[config.mk]
export PLATFORM = sky130hd
export DESIGN_NAME = tft_pattern_gen
export DESIGN_NICKNAME = d
export VERILOG_FILES = /design/src/rtl/tft_pkg.sv /design/src/rtl/tft_box_mover.sv /design/src/rtl/tft_pattern_gen.sv
export SDC_FILE = /design/constraint.sdc
export NUM_CORES = 1
export LEC_CHECK = 0
export ABC_AREA = 1
export BUFFER_PORTS_ARGS = -buffer_cell sky130_fd_sc_hd__buf_2
export CELL_PAD_IN_SITES_DETAIL_PLACEMENT = 0
export CELL_PAD_IN_SITES_GLOBAL_PLACEMENT = 1
export CORE_MARGIN = 2
export CORE_UTILIZATION = 48
export DETAILED_ROUTE_END_ITERATION = 10
export MAX_ROUTING_LAYER = met4
export PLACE_DENSITY = 0.84
export SLEW_MARGIN = 5
export SYNTH_ARGS = -nofsm -noshare
export SYNTH_HDL_FRONTEND = slang
export SYNTH_SLANG_ARGS = --single-unit
export TNS_END_PERCENT = 5
[constraint.sdc]
create_clock -name Clk -period 4.6 [get_ports Clk]
set_clock_uncertainty 0.2 [all_clocks]
set_input_delay 0.92 -clock Clk [delete_from_list [all_inputs] [get_ports Clk]]
set_output_delay 0.92 -clock Clk [all_outputs]
set_load 0.02 [all_outputs]
[src/rtl/tft_pkg.sv]
// Shared TFT definitions: RGB565 palette, pattern mode encodings, panel defaults.
// Box-axis state and its per-frame bounce step live here so other movers can reuse them.
package tft_pkg;

   localparam int H_ACT_DEF = 480;
   localparam int V_ACT_DEF = 272;

   localparam logic [15:0] COL_BLACK  = 16'h0000;
   localparam logic [15:0] COL_BLUE   = 16'h001F;
   localparam logic [15:0] COL_RED    = 16'hF800;
   localparam logic [15:0] COL_PURPLE = 16'hF81F;
   localparam logic [15:0] COL_GREEN  = 16'h07E0;
   localparam logic [15:0] COL_CYAN   = 16'h07FF;
   localparam logic [15:0] COL_YELLOW = 16'hFFE0;
   localparam logic [15:0] COL_WHITE  = 16'hFFFF;

   localparam logic [1:0] MODE_BLOCKS   = 2'd0;
   localparam logic [1:0] MODE_CHECKER  = 2'd1;
   localparam logic [1:0] MODE_GRADIENT = 2'd2;
   localparam logic [1:0] MODE_BOX      = 2'd3;

   typedef struct packed {
      logic [9:0] pos;
      logic       dn;
   } axis_t;

   function automatic logic [15:0] pal_color(input logic [2:0] idx);
      logic [15:0] c;
      case (idx)
         3'd0:    c = COL_BLACK;
         3'd1:    c = COL_BLUE;
         3'd2:    c = COL_RED;
         3'd3:    c = COL_PURPLE;
         3'd4:    c = COL_GREEN;
         3'd5:    c = COL_CYAN;
         3'd6:    c = COL_YELLOW;
         default: c = COL_WHITE;
      endcase
      return c;
   endfunction

   // Clamps at the edge and reverses instead of overshooting.
   function automatic axis_t axis_step(input axis_t a, input logic [9:0] lim,
                                       input logic [9:0] step);
      axis_t n;
      n = a;
      if (!a.dn) begin
         if (({1'b0, a.pos} + {1'b0, step}) >= {1'b0, lim}) begin
            n.pos = lim;
            n.dn  = 1'b1;
         end else begin
            n.pos = a.pos + step;
         end
      end else begin
         if (a.pos <= step) begin
            n.pos = '0;
            n.dn  = 1'b0;
         end else begin
            n.pos = a.pos - step;
         end
      end
      return n;
   endfunction

endpackage

[src/rtl/tft_box_mover.sv]
// Bouncing-box position: advances one step per axis on each frame start, else holds.
// Latency: new position visible the cycle after fs; no backpressure (free-running).
module tft_box_mover
   import tft_pkg::*;
#(
   parameter int STEP = 4
)(
   input  logic       Clk,
   input  logic       Rst_n,
   input  logic       fs,
   input  logic [9:0] x_lim,
   input  logic [9:0] y_lim,
   output logic [9:0] bx,
   output logic [9:0] by
);

   localparam logic [9:0] STEP_V = 10'(STEP);

   axis_t x_q, x_d;
   axis_t y_q, y_d;

   always_comb begin
      x_d = x_q;
      y_d = y_q;
      if (fs) begin
         x_d = axis_step(x_q, x_lim, STEP_V);
         y_d = axis_step(y_q, y_lim, STEP_V);
      end
   end

   always_ff @(posedge Clk or negedge Rst_n) begin
      if (!Rst_n) begin
         x_q <= '0;
         y_q <= '0;
      end else begin
         x_q <= x_d;
         y_q <= y_d;
      end
   end

   assign bx = x_q.pos;
   assign by = y_q.pos;

endmodule

[src/rtl/tft_pattern_gen.sv]
// RGB565 test-pattern source (blocks/checker/gradient/bouncing box) driven by TFT_CTRL scan position.
// Latency: 2 Clk from hcount/vcount to disp_data; no backpressure, mode/animation change only on frame start.
module tft_pattern_gen
   import tft_pkg::*;
#(
   parameter int H_ACT = H_ACT_DEF,
   parameter int V_ACT = V_ACT_DEF,
   parameter int COLS  = 2,
   parameter int ROWS  = 4,
   parameter int BOX   = 32,
   parameter int STEP  = 4
)(
   input  logic        Clk,
   input  logic        Rst_n,
   input  logic [9:0]  hcount,
   input  logic [9:0]  vcount,
   input  logic [1:0]  mode_sel,
   output logic [15:0] disp_data,
   output logic [1:0]  mode_cur,
   output logic [7:0]  frame_cnt
);

   localparam logic [9:0]  C_W   = 10'(H_ACT / COLS);
   localparam logic [9:0]  R_H   = 10'(V_ACT / ROWS);
   localparam logic [7:0]  C_MAX = 8'(COLS - 1);
   localparam logic [7:0]  R_MAX = 8'(ROWS - 1);
   localparam logic [9:0]  H_LIM = 10'(H_ACT);
   localparam logic [9:0]  V_LIM = 10'(V_ACT);
   localparam logic [9:0]  X_LIM = 10'(H_ACT - BOX);
   localparam logic [9:0]  Y_LIM = 10'(V_ACT - BOX);
   localparam logic [10:0] BOX_W = 11'(BOX);
   localparam logic [2:0]  COLS3 = 3'(COLS);

   logic        org_q, org_d;
   logic [9:0]  v_prev_q, v_prev_d;
   logic [9:0]  h1_q, h1_d, v1_q, v1_d;
   logic [7:0]  c_idx_q, c_idx_d, r_idx_q, r_idx_d;
   logic [9:0]  c_nb_q, c_nb_d, r_nb_q, r_nb_d;
   logic [1:0]  mode_q, mode_d;
   logic [7:0]  frame_q, frame_d;
   logic [15:0] disp_q, disp_d;

   logic        fs;
   logic        v_chg;
   logic [9:0]  bx, by;
   logic        in_act, in_box;
   logic [2:0]  blk_idx;

   // Edge-qualified so a counter parked at the origin fires only once.
   assign fs    = (hcount == '0) && (vcount == '0) && !org_q;
   assign v_chg = (vcount != v_prev_q);

   always_comb begin
      org_d    = (hcount == '0) && (vcount == '0);
      v_prev_d = vcount;
      h1_d     = hcount;
      v1_d     = vcount;
      mode_d   = fs ? mode_sel : mode_q;
      frame_d  = fs ? frame_q + 8'd1 : frame_q;

      // Boundary-chasing indices: the scan only ever crosses the next boundary, so no divide.
      c_idx_d = c_idx_q;
      c_nb_d  = c_nb_q;
      if (hcount == '0) begin
         c_idx_d = '0;
         c_nb_d  = C_W;
      end else if ((hcount == c_nb_q) && (c_idx_q < C_MAX)) begin
         c_idx_d = c_idx_q + 8'd1;
         c_nb_d  = c_nb_q + C_W;
      end

      r_idx_d = r_idx_q;
      r_nb_d  = r_nb_q;
      if (v_chg) begin
         if (vcount == '0) begin
            r_idx_d = '0;
            r_nb_d  = R_H;
         end else if ((vcount == r_nb_q) && (r_idx_q < R_MAX)) begin
            r_idx_d = r_idx_q + 8'd1;
            r_nb_d  = r_nb_q + R_H;
         end
      end
   end

   always_comb begin
      in_act  = (h1_q < H_LIM) && (v1_q < V_LIM);
      in_box  = (h1_q >= bx) && ({1'b0, h1_q} < ({1'b0, bx} + BOX_W)) &&
                (v1_q >= by) && ({1'b0, v1_q} < ({1'b0, by} + BOX_W));
      blk_idx = r_idx_q[2:0] * COLS3 + c_idx_q[2:0];
      disp_d  = COL_BLACK;
      if (in_act) begin
         case (mode_q)
            MODE_BLOCKS:   disp_d = pal_color(blk_idx);
            MODE_CHECKER:  disp_d = (r_idx_q[0] ^ c_idx_q[0]) ? COL_BLACK : COL_WHITE;
            MODE_GRADIENT: disp_d = {h1_q[8:4], v1_q[8:3], ~h1_q[8:4]};
            default:       disp_d = in_box ? COL_WHITE : COL_BLUE;
         endcase
      end
   end

   always_ff @(posedge Clk or negedge Rst_n) begin
      if (!Rst_n) begin
         org_q    <= 1'b0;
         v_prev_q <= '0;
         h1_q     <= '0;
         v1_q     <= '0;
         c_idx_q  <= '0;
         r_idx_q  <= '0;
         c_nb_q   <= C_W;
         r_nb_q   <= R_H;
         mode_q   <= MODE_BLOCKS;
         frame_q  <= '0;
         disp_q   <= COL_BLACK;
      end else begin
         org_q    <= org_d;
         v_prev_q <= v_prev_d;
         h1_q     <= h1_d;
         v1_q     <= v1_d;
         c_idx_q  <= c_idx_d;
         r_idx_q  <= r_idx_d;
         c_nb_q   <= c_nb_d;
         r_nb_q   <= r_nb_d;
         mode_q   <= mode_d;
         frame_q  <= frame_d;
         disp_q   <= disp_d;
      end
   end

   tft_box_mover #(
      .STEP (STEP)
   ) u_box (
      .Clk   (Clk),
      .Rst_n (Rst_n),
      .fs    (fs),
      .x_lim (X_LIM),
      .y_lim (Y_LIM),
      .bx    (bx),
      .by    (by)
   );

   assign disp_data = disp_q;
   assign mode_cur  = mode_q;
   assign frame_cnt = frame_q;

endmodule

After elaboration in Yosys (flattened, before gate mapping)
Index checks and enable logic that the tools add are counted.

storage, ports and cells
  register bits after elaboration = 105
  latch bits = 0
  bits in writable memories = 0
  ROM bits = 0
  input port bits = 24
  output and inout port bits = 26
  memories kept = 0

cells by class
  add/sub/neg operators = 14
  $mul = 0
  div/mod/pow operators = 0
  $lt $le $gt $ge = 12
  equality and inequality tests = 11
  shift operators = 0
  multiplexer cells = 23
  bitwise logic cells = 2
  reductions and logical operators = 16

operators by type and width
  kind                   number
  $pmux 16 s7            1
  $mux 10                8
  $mux 16                3
  $pmux 16 s3            1
  $mux 8                 4
  $add 8x1->8 const B    3
  $add 10x3->11 const B  2
  $add 10x6->11 const B  2
  $lt 10x11->1           2
  $mux 11                2
  $add 10x3->10 const B  2
  $eq 10x10->1           2
  $ge 10x10->1           2
  $le 10x3->1 const B    2
  $logic_not 10->1       2
  $lt 10x9->1 const B    2
  $sub 10x3->10 const B  2
  $ge 11x8->1 const B    1
  $ge 11x9->1 const B    1
  $add 10x7->10 const B  1
  $add 10x8->10 const B  1
  $ne 10x10->1           1
  $eq 3x3->1 const B     3
  $logic_and 1x1->1      8
  15 further kinds       20

Longest topological paths before layout
Gate-level depths: netlist of the first run.

  depth in word-level cells = 8
  depth in mapped cells = 15

By module
Synthesis of the first run repeated with hierarchy kept, for this count alone.

unflattened totals
  cells, all modules = 1019
  area total of the unflattened synthesis = 7502.2 µm²

modules (own cells, without submodules)
  module           times used  cells each  area each (µm²)  seq. area each (µm²)
  tft_pattern_gen  1           586         4712.0           1934.4
  tft_box_mover    1           433         2790.2           550.5

Worst setup path before layout of the first run
No wires, ideal clock.

  path kind = input -> register
  start point = input vcount[2]
  end point = register u_box.x_q (netlist bit u_box.bx[6])
  arrival time = 1.971 ns
  required time = 4.271 ns
  setup slack = 2.300 ns
  stages = 10
  path buffers = 2
  cells stage by stage = nor2_1 -> nand2_1 -> nor2_2 -> nand2_1 -> buf_6 -> nor2_8 -> nand2_4 -> buf_2 -> nor3_1 -> a22oi_1

on the way
  word-level cells in the longest chain between the ends = 3

ends and longest elaborated chain
  item                    line                   source
  start: declaration      tft_pattern_gen.sv:16  input logic [9:0] vcount,
  $logic_not 10->1        n/a
  $logic_and 1x1->1       n/a
  via org_d               tft_pattern_gen.sv:34  logic org_q, org_d;
  $logic_and 1x1->1       tft_pattern_gen.sv:50  assign fs = (hcount == '0) && (vcount == '0) && !org_q;
  end signal: assignment  tft_box_mover.sv:33    x_q <= '0;
  end signal: assignment  tft_box_mover.sv:36    x_q <= x_d;
  end: declaration        tft_box_mover.sv:19    axis_t x_q, x_d;

The timed path passes the listed nets, and every way through them passes these cells.
A chain may end at the register's enable or synchronous reset.

Worst setup path in the final report of the first run
  start point = input hcount[2]
  end point = register u_box.x_q (netlist bit u_box.bx[3])

on the way
  word-level cells in the longest chain between the ends = 3

ends and longest elaborated chain
  item                line                   source
  start: declaration  tft_pattern_gen.sv:15  input logic [9:0] hcount,
  $logic_not 10->1    n/a
  $logic_and 1x1->1   n/a
  via org_d           tft_pattern_gen.sv:34
  $logic_and 1x1->1   tft_pattern_gen.sv:50

The timed path passes the listed nets, and every way through them passes these cells.

==> results.tsv, run 1 <==
stage	metric	value	unit
detailed_routing	DRT antenna net count	0	
global_routing	largest net degree at the start of global routing	61	
layout	Multi-input gate area	3130	sq um
layout	Non-Filler Instances	954	
worst_setup_path	r2r startpoint	u_box.bx[6]	
run_status	status	finished, final reports clean	
worst_setup_path	most frequent cell on the critical path	nand3_1	
place	placed cell area	6260	sq um
floorplan	I/O pins	50	
clock_network	post-CTS resize count	0	
sta	fmax	330	MHz
sta	Worst Tran Pin Value	793	ps
worst_setup_path	Crit path max-delay family	simple AND/OR/NAND/NOR gates	
layout	share of layout cells above drive strength 1	12.3	%
detailed_routing	DR WL/cell	14.6	um
pwr	Leakage	3.48	nW
layout	ant diodes	0	
detailed_routing	DR vias	5043	
place	placed insts	938	
worst_setup_path	slowest stage cell on the critical path	nand3_1	
clock_network	hold buffers post-CTS	0	
synth	register bit total from synthesis	93	
global_routing	gr usage total	23.3	%
synth	syn nets	823	
clock_network	Worst-path clk slew	70	ps
sta	max-slew violations	0	
worst_setup_path	CP bufs+invs	3	
sta	final number of hold-violating endpoints	0	
worst_setup_path	CP Max Fanout	34	
layout	Register Area	2330	sq um
run	Max Cap Violations	0	
clock_network	worst skew pair latency	350	ps
detailed_routing	DR iter-0 viols	268	
clock_network	CTS Sinks	93	
place	hpwl dp	10.5	mm
floorplan	Rows	40	
clock_network	CTS buffer count	9	
worst_hold_path	Hold Startpoint	frame_cnt[7]	
detailed_routing	Pre-antenna DRT Iters	5	
sta	min Tclk post-route	3030	ps
worst_setup_path	Req. time, crit path	4640	ps
layout	fin area	6560	sq um
clock_network	root buf cell	clkbuf_16	
synth	register area share after synthesis	39.5	%
synth	synthesized cell area	5910	sq um
synth	Synth cell types	37	
clock_network	CTS tree	built	
sta	slew margin rel.	47.1	%
clock_network	clk buf depth	2	
worst_setup_path	CP arrival	3080	ps
floorplan	initial core utilization	49.2	%
sta	setup tns final	0	ps
sta	Final setup viols	0	
detailed_routing	via/cell ratio	5.29	
global_routing	global-route wire length before repair	23.5	mm
worst_hold_path	worst hold path class	reg -> reg	
synth	yosys warns	0	
synth	synthesized area per cell	7.82	sq um
layout	Final #Nets	869	
clock_network	H-tree levels	3	
floorplan	full die area	13200	sq um
place	gp weighted congestion	0.939	
pwr	pwr dens	264	nW/um^2
floorplan	core area	12000	sq um
worst_setup_path	Crit path largest cell delay	450	ps
global_routing	initial antenna violation count	0	
detailed_routing	final wirelength	14.0	mm
worst_setup_path	critical-path cell list	buf_2, nor2_1, nand3_1, inv_1, nand3_1, nor2_8, nand2_4, inv_2, o21ai_1, o21a_1	
sta	RSZ-0062 raised after global routing	no	
global_routing	Overflow after GRT	0	
place	Setup WS pre-CTS	1180	ps
layout	synth-to-layout area growth	10.9	%
synth	Post-Syn Instances	756	
place	IO buf count	49	
layout	fin util	54.6	%
worst_setup_path	crit end category	flip-flop	
floorplan	die height	115	um
worst_setup_path	critical path class	in -> reg	
global_routing	vias in the first global route	4757	
sta	WHS	278	ps
sta	PnR worst setup slack	1570	ps
worst_setup_path	critical path launch point	hcount[2]	
layout	FILL cells	1164	
pwr	Max VDD drop	156	uV
clock_network	total setup buffers inserted after CTS	0	
sta	Final Cycle Share	66.0	%
worst_setup_path	CP Launch Type	primary input	
layout	number of flip-flops in the largest register	16	
detailed_routing	Post-route DRC	0	
floorplan	Die X-Extent	115	um
pwr	Tot Pwr	1.73	mW
==> path summary, 6_finish.rpt <==
path                                      end  slack, ps  depth (start not counted)
worst max-delay path              u_box.bx[3]       1570                         10
worst min-delay path             frame_cnt[7]        280                          1
worst max register to register  disp_data[14]       1770                         11
worst min register to register   frame_cnt[7]        280                          1
max in group asynchronous         u_box.bx[8]       3130                          2
min in group asynchronous             v1_q[5]        400                          2
==> power breakdown <==
group	total, mW	internal [mW]	switching (mW)
Clock	0.744	0.392	0.351
Sequential	0.857	0.838	0.0189
Combinational	0.128	0.0468	0.0813
Total	1.73	1.28	0.452
==> layout by cell type, fill, tap and decap left out, drive strengths merged <==
cell type,count
a21oi,40
clkbuf,10
buf,52
o21bai,1
nand2,179
dfstp,6
inv,95
a21o,1
and3,2
nor2,84
dfrtp,87
nor3,21
xor2,36
o21a,2
ha,43
and2,2
a22oi,4
o21ai,36
clkinv,2
nand3,53
xnor2,19
o211ai,1
clkinvlp,1
nor4,5
a21boi,5
nand3b,2
nand4,15
or2,3
==> logic make-up after synthesis <==
family | synth area share [%]
xor+xnor | 8.14
fa+ha+maj | 9.10
simple gates | 26.8
flops | 39.5
compound gates | 8.84
buf+inv | 7.59
==> final cells by class <==
| class | count | share of cell area (%) |
|---|---|---|
| clock buffers | 10 | 3.64 |
| clock inverters | 6 | 0.820 |
| well taps | 147 | 2.80 |
| inverters | 92 | 5.27 |
| flip-flops and latches | 93 | 35.6 |
| repair buffers | 52 | 4.12 |
| multi-input cells | 554 | 47.7 |
==> per-layer routing <==
layer | global-route usage, % | vias to the layer above | wire, um
met2 | 36.2 | 102 | 6550
met1 | 31.9 | 2390 | 6680
met3 | 2.64 | 17 | 494
met5 | - | - | 0
li1 | - | 2534 | -
met4 | 7.95 | 0 | 239
==> Yosys cell counts (all sizes together) <==
cell type    n  area share (%)
o21a         2            0.25
nor2        84             5.9
buf         14             1.5
and2         2            0.21
or2          3            0.32
inv         91             5.8
nand3       53             4.5
a22oi        4            0.51
a21o         1            0.13
a21oi       40             3.4
xor2        36             5.3
nand4       15             1.6
ha          43             9.1
dfstp        6             2.7
nand3b       2            0.25
nor3        21             1.8
nor4         5            0.53
clkinv       1           0.063
o21bai       1            0.13
nand2      179              12
o211ai       1            0.13
o21ai       36             3.7
clkbuf       3            0.21
and3         2            0.21
dfrtp       87              37
a21boi       5            0.63
xnor2       19             2.8
Power figures use the tool's default switching activity.
==> run 2: changes to the inputs <==
- CORE_UTILIZATION: 48 -> 41
- PLACE_DENSITY: 0.84 -> 0.76
- clock period: 4.6 -> 2.5 ns (I/O delays scaled with it)
==> run 2 against run 1 <==
  * Sequential share of layout area shrank 1.2 points
  * Hold slack lost 200 ps
  * Routed wire length grew 3.4%
  * First-iteration DRC count grew 32%
  * Largest cell class unchanged
  * Cell area grew 3.8%
  * Sequential cell count is the same
  * Combinational power grew 87%
==> results.tsv, run 2 (synthesized netlist as in run 1, its figures left out) <==
stage	metric	value	unit	change
run_status	status	finished, final reports clean		
clock_network	H-tree levels	3		unchanged
sta	Worst Tran Pin Value	494	ps	-300 ps
floorplan	I/O pins	50		unchanged
worst_setup_path	Req. time, crit path	2550	ps	-2090 ps
layout	ant diodes	0		unchanged
detailed_routing	Pre-antenna DRT Iters	4		-1
worst_setup_path	r2r startpoint	u_box.by[5]		
sta	PnR worst setup slack	111	ps	-1450 ps
detailed_routing	Post-route DRC	0		unchanged
sta	min Tclk post-route	2390	ps	
global_routing	Overflow after GRT	0		unchanged
detailed_routing	via/cell ratio	5.03		-4.9%
place	Setup WS pre-CTS	42.0	ps	-1130 ps
clock_network	worst skew pair latency	350	ps	about the same
pwr	internal power	2.53	mW	+98%
worst_setup_path	CP Launch Type	flip-flop		
sta	WHS	73.8	ps	-204 ps
layout	share of layout cells above drive strength 1	14.9	%	+2.7 points
pwr	pwr dens	488	nW/um^2	+85%
pwr	Sw Share	23.7	%	-2.4 points
worst_setup_path	reg2reg path depth	11		unchanged
layout	fin util	48.7	%	-5.9 points
detailed_routing	DR iter-0 viols	355		+32%
place	hpwl dp	11.1	mm	+6.1%
layout	fin area	6810	sq um	+3.8%
global_routing	vias in the first global route	4926		+3.6%
pwr	Leakage	3.58	nW	+2.7%
layout	synth-to-layout area growth	15.1	%	
floorplan	core area	14000	sq um	+16%
clock_network	CTS tree	built		
layout	Register Area	2340	sq um	+0.21%
pwr	Max VDD drop	287	uV	+84%
floorplan	die height	124	um	+7.9%
worst_setup_path	CP Max Fanout	11		-68%
global_routing	largest net degree at the start of global routing	47		-23%
floorplan	Rows	43		+7.5%
detailed_routing	DR vias	5047		+0.079%
sta	setup tns final	0	ps	unchanged
layout	commonest non-fill, non-tap cell in the layout	nand2_1		
detailed_routing	DR WL/cell	14.4	um	-1.8%
worst_hold_path	Hold Path Depth	1		unchanged
pwr	sequential power share	47.5	%	-2.1 points
pwr	P_sw	787	uW	+74%
place	placed cell area	6440	sq um	+2.7%
worst_setup_path	critical path class	reg -> reg		
clock_network	CTS buffer count	9		unchanged
detailed_routing	final wirelength	14.4	mm	+3.4%
sta	Final setup viols	0		unchanged
floorplan	Die X-Extent	124	um	+7.9%
clock_network	CTS Sinks	93		unchanged
run	Max Cap Violations	0		unchanged
detailed_routing	DRT antenna net count	0		unchanged
global_routing	gr usage total	21.1	%	-2.2 points
place	IO buf count	49		unchanged
floorplan	full die area	15400	sq um	+16%
global_routing	initial antenna violation count	0		unchanged
sta	Final Cycle Share	95.6	%	
sta	max-slew violations	0		unchanged
pwr	Tot Pwr	3.32	mW	+92%
layout	number of flip-flops in the largest register	16		unchanged
worst_hold_path	worst hold path class	in -> reg		
sta	fmax	419	MHz	
clock_network	Worst-path clk slew	70	ps	about the same
layout	FILL cells	1401		+20%
clock_network	root buf cell	clkbuf_16		
place	gp weighted congestion	0.861		-8.3%
layout	Multi-input gate area	3150	sq um	+0.56%
pwr	combinational power share	7.2	%	-0.2 points
sta	final number of hold-violating endpoints	0		unchanged
pwr	Clk network pwr share	45.3	%	+2.3 points
worst_hold_path	Worst Hold Path EP	h1_q[2]		
place	placed insts	985		+5.0%
worst_setup_path	crit end category	flip-flop		
worst_hold_path	Hold Startpoint	hcount[2]		
global_routing	global-route wire length before repair	24.4	mm	+3.7%
sta	slew margin rel.	67.1	%	+20 points
layout	most frequent cells in the layout	nand2_1, inv_1, dfrtp_1		
layout	Final #Nets	886		+2.0%
layout	Non-Filler Instances	1004		+5.2%
worst_setup_path	R2R Path End	disp_data[9]		
worst_setup_path	CP arrival	2440	ps	-640 ps
floorplan	initial core utilization	42.3	%	-7.0 points
worst_setup_path	R2R Setup Slk	110	ps	-1660 ps
clock_network	clk buf depth	2		unchanged
-- run 2: cell types whose count changed in the layout (fill, tap and decap cells not counted), sizes merged --
cell / change
clkinv: +2
dlygate4sd3: +1
bufinv: +2
buf: +16
inv: -4
-- run 2: power by group through the flow --
stage	sequential (mW)	clock, mW	combinational (mW)
finish	1.58	1.50	0.239
global placement	1.60	0	0.234
detailed placement	1.61	0	0.240
CTS	1.58	1.54	0.243
floorplan	1.60	0	0.125
global route	1.58	1.62	0.278
-- run 2: worst max path at each step --
stage,start,end,cells after the start
floorplan,u_box.by[5],disp_data[10],11
global placement,u_box.by[5],disp_data[6],11
detailed placement,u_box.bx[5],disp_data[6],12
CTS,u_box.bx[5],disp_data[6],12
global route,u_box.by[7],disp_data[14],12
finish,u_box.by[5],disp_data[9],11
-- run 2: area by class of cell --
cell class                 instances  share of cell area [%]
timing repair buffer              69                    6.25
clock buffer                      10                    3.51
multi-input combinational        554                    46.2
clock inverter                     6                    1.27
sequential                        93                    34.4
inverter                          92                    5.07
tap                              180                    3.31
-- run 2: per-layer routing --
layer | routed length, um | vias to the layer above | part of all wire, % | global-route usage, %
met5 | 0 | - | 0 | -
li1 | - | 2563 | - | -
met2 | 6780 | 88 | 47 | 33.8
met3 | 419 | 22 | 2.9 | 2.56
met1 | 6950 | 2374 | 48 | 27.6
met4 | 278 | 0 | 1.9 | 7.79
-- run 2: worst max-delay path, stage by stage (launching register included) --
cell and delay [ps]:
dfrtp_2 420, ha_2 230, nand3_1 110, xor2_1 160
ha_1 290, and3_1 180, nand3_1 80, nor2_1 40
nor2_1 100, nand4_1 100, buf_4 180, a21oi_1 190
-- run 2: repair_timing --
item / 4_1_cts / 5_1_grt
endpoints found under the hold margin: 23 / 0
setup endpoints to repair: 0 / 11
hold buffers: 1 / 0
resized for setup: 0 / 8
setup buffers: 0 / 2
==> run 3: changes to the inputs <==
--- a/config.mk
+++ b/config.mk
@@ -8,3 +8,2 @@
 export ABC_AREA = 1
-export BUFFER_PORTS_ARGS = -buffer_cell sky130_fd_sc_hd__buf_2
 export CELL_PAD_IN_SITES_DETAIL_PLACEMENT = 0
@@ -12,6 +11,7 @@
 export CORE_MARGIN = 2
-export CORE_UTILIZATION = 41
+export CORE_UTILIZATION = 43
 export DETAILED_ROUTE_END_ITERATION = 10
+export DONT_BUFFER_PORTS = 1
 export MAX_ROUTING_LAYER = met4
-export PLACE_DENSITY = 0.76
+export PLACE_DENSITY = 0.75
 export SLEW_MARGIN = 5
==> constraint.sdc (replaced) <==
create_clock -name Clk -period 2.5 [get_ports Clk]
set_clock_uncertainty 0.2 [all_clocks]
set_input_delay 0.25 -clock Clk [delete_from_list [all_inputs] [get_ports Clk]]
set_output_delay 0.25 -clock Clk [all_outputs]
set_load 0.02 [all_outputs]
==> run 3 against run 2 <==
  * The run now ends with negative hold slack left
  * Count of clock-buffer cells in the layout increased by 2
  * Power decreased by 3.4%
  * Combinational power shrank 24%
  * Global-route usage increased by 0.52 points
  * Cell area down 1.2%
  * Clock power decreased by 4%
  * Critical path depth unchanged
  * Hold slack got worse by 680 ps
  * Via count is 1.8% lower
  * Utilization rose by 1.7 points
  * Routed wire length is 0.46% higher
  * Highest routed layer unchanged
==> results.tsv, run 3 (synthesized netlist as in run 1, its figures left out) <==
stage	metric	value	unit	change
pwr	Sw Share	23.1	%	-0.59 points
detailed_routing	via/cell ratio	5.11		+1.6%
detailed_routing	Pre-antenna DRT Iters	5		+1
pwr	Clk network pwr share	44.8	%	-0.5 points
pwr	internal power	2.47	mW	-2.7%
layout	ant diodes	0		unchanged
worst_setup_path	critical path class	reg -> reg		
place	Setup WS pre-CTS	116	ps	+73.7 ps
sta	Worst Tran Pin Value	531	ps	+37.2 ps
clock_network	CTS buffer count	9		unchanged
detailed_routing	DRT antenna net count	0		unchanged
pwr	Tot Pwr	3.21	mW	-3.4%
global_routing	gr usage total	21.6	%	+0.52 points
floorplan	core area	13300	sq um	-4.6%
layout	share of layout cells above drive strength 1	9.32	%	-5.6 points
sta	slew margin rel.	64.6	%	-2.5 points
worst_setup_path	CP bufs+invs	1		unchanged
layout	number of flip-flops in the largest register	16		unchanged
place	gp weighted congestion	0.901		+4.6%
pwr	Max VDD drop	379	uV	+32%
layout	Final #Nets	856		-3.4%
pwr	combinational power share	5.6	%	-1.6 points
clock_network	CTS Sinks	93		unchanged
detailed_routing	Post-route DRC	0		unchanged
clock_network	CTS tree	built		
clock_network	worst skew pair latency	350	ps	about the same
layout	commonest non-fill, non-tap cell in the layout	nand2_1		
sta	WHS	-608	ps	-682 ps
worst_setup_path	CP Launch Type	flip-flop		
sta	Final Cycle Share	92.0	%	-3.6 points
floorplan	Die X-Extent	121	um	-2.3%
worst_hold_path	worst hold path class	in -> async		
place	placed cell area	6160	sq um	-4.2%
layout	synth-to-layout area growth	13.8	%	
run_status	status	finished, violations left		
worst_setup_path	critical-path cell list	ha_4, nand3_1, xor2_1, ha_1, and3_1, nand3_1, nor2_1, nor2_1, nand4_1, buf_4, a21oi_1		
pwr	Leakage	3.42	nW	-4.3%
global_routing	Overflow after GRT	0		unchanged
global_routing	vias in the first global route	4821		-2.1%
detailed_routing	DR WL/cell	14.9	um	+4.0%
clock_network	root buf cell	clkbuf_16		
pwr	pwr dens	476	nW/um^2	-2.3%
worst_setup_path	CP Max Fanout	11		unchanged
worst_setup_path	Crit path largest cell delay	460	ps	+40 ps
worst_setup_path	CP arrival	2370	ps	-70 ps
floorplan	die height	121	um	-2.3%
floorplan	Rows	42		-2.3%
sta	Final setup viols	0		unchanged
detailed_routing	DR vias	4956		-1.8%
sta	max-slew violations	0		unchanged
run	Max Cap Violations	0		unchanged
global_routing	initial antenna violation count	0		unchanged
global_routing	largest net degree at the start of global routing	94		+100%
pwr	P_sw	741	uW	-5.9%
worst_setup_path	Req. time, crit path	2570	ps	+20 ps
sta	final number of hold-violating endpoints	93		+93
global_routing	global-route wire length before repair	24.2	mm	-0.77%
sta	fmax	435	MHz	+3.9%
sta	PnR worst setup slack	201	ps	+90.2 ps
place	IO buf count	0		-100%
place	placed insts	931		-5.5%
sta	setup tns final	0	ps	unchanged
clock_network	Worst-path clk slew	70	ps	about the same
sta	min Tclk post-route	2300	ps	-90.2 ps
floorplan	full die area	14700	sq um	-4.5%
worst_setup_path	Crit path max-delay family	simple AND/OR/NAND/NOR gates		
detailed_routing	final wirelength	14.5	mm	+0.46%
clock_network	hold buffers post-CTS	20		+19
floorplan	initial core utilization	44.3	%	+2.0 points
layout	fin util	50.4	%	+1.7 points
detailed_routing	DR iter-0 viols	334		-5.9%
worst_setup_path	crit end category	flip-flop		
place	hpwl dp	10.8	mm	-3.0%
clock_network	H-tree levels	3		unchanged
layout	fin area	6730	sq um	-1.2%
worst_setup_path	slowest stage cell on the critical path	dfrtp_2		
clock_network	clk buf depth	2		unchanged
layout	Non-Filler Instances	970		-3.4%
pwr	sequential power share	49.5	%	+2.0 points
layout	most frequent cells in the layout	nand2_1, inv_1, dfrtp_1		
run_status	violated checks	negative hold slack		
floorplan	I/O pins	50		unchanged
[run 3: worst paths after layout]
kind / cells past startpoint / from / to / slack (ps)
max in group asynchronous: 0 / Rst_n / c_nb_q[5] / 2500
hold / removal: 0 / Rst_n / v1_q[2] / -610
hold reg to reg: 2 / r_idx_q[3] / r_idx_q[3] / 300
setup reg to reg: 11 / u_box.by[6] / disp_data[14] / 200
setup / recovery: 11 / u_box.by[6] / disp_data[14] / 200
min in group Clk: 3 / hcount[5] / org_q / 10
[run 3: power by group through the flow]
stage	logic, mW	registers [mW]	clock network (mW)
global route	0.209	1.59	1.53
CTS	0.180	1.59	1.49
floorplan	0.125	1.60	0
finish	0.181	1.59	1.44
detailed placement	0.152	1.62	0
global placement	0.149	1.62	0
[run 3: routing by layer]
| layer | vias up | track usage [%] | share of wire, % |
|---|---|---|---|
| li1 | 2501 | - | - |
| met1 | 2324 | 27.5 | 47 |
| met2 | 108 | 34.2 | 48 |
| met3 | 23 | 4.70 | 3.6 |
| met4 | 0 | 7.61 | 2.2 |
| met5 | - | - | 0 |
[run 3: layout make-up]
cell class | instances | area (sq um)
clock inverter | 4 | 56.3
multi-input combinational | 554 | 3150
clock buffer | 12 | 256
tap | 176 | 220
timing repair buffer | 39 | 355
sequential | 93 | 2340
inverter | 92 | 348
fill | 1292 | 6620
[run 3: timing repair]
item,CTS,global route
setup buffers,0,3
hold endpoints to repair,115,93
resized for setup,0,11
setup endpoints to repair,0,11
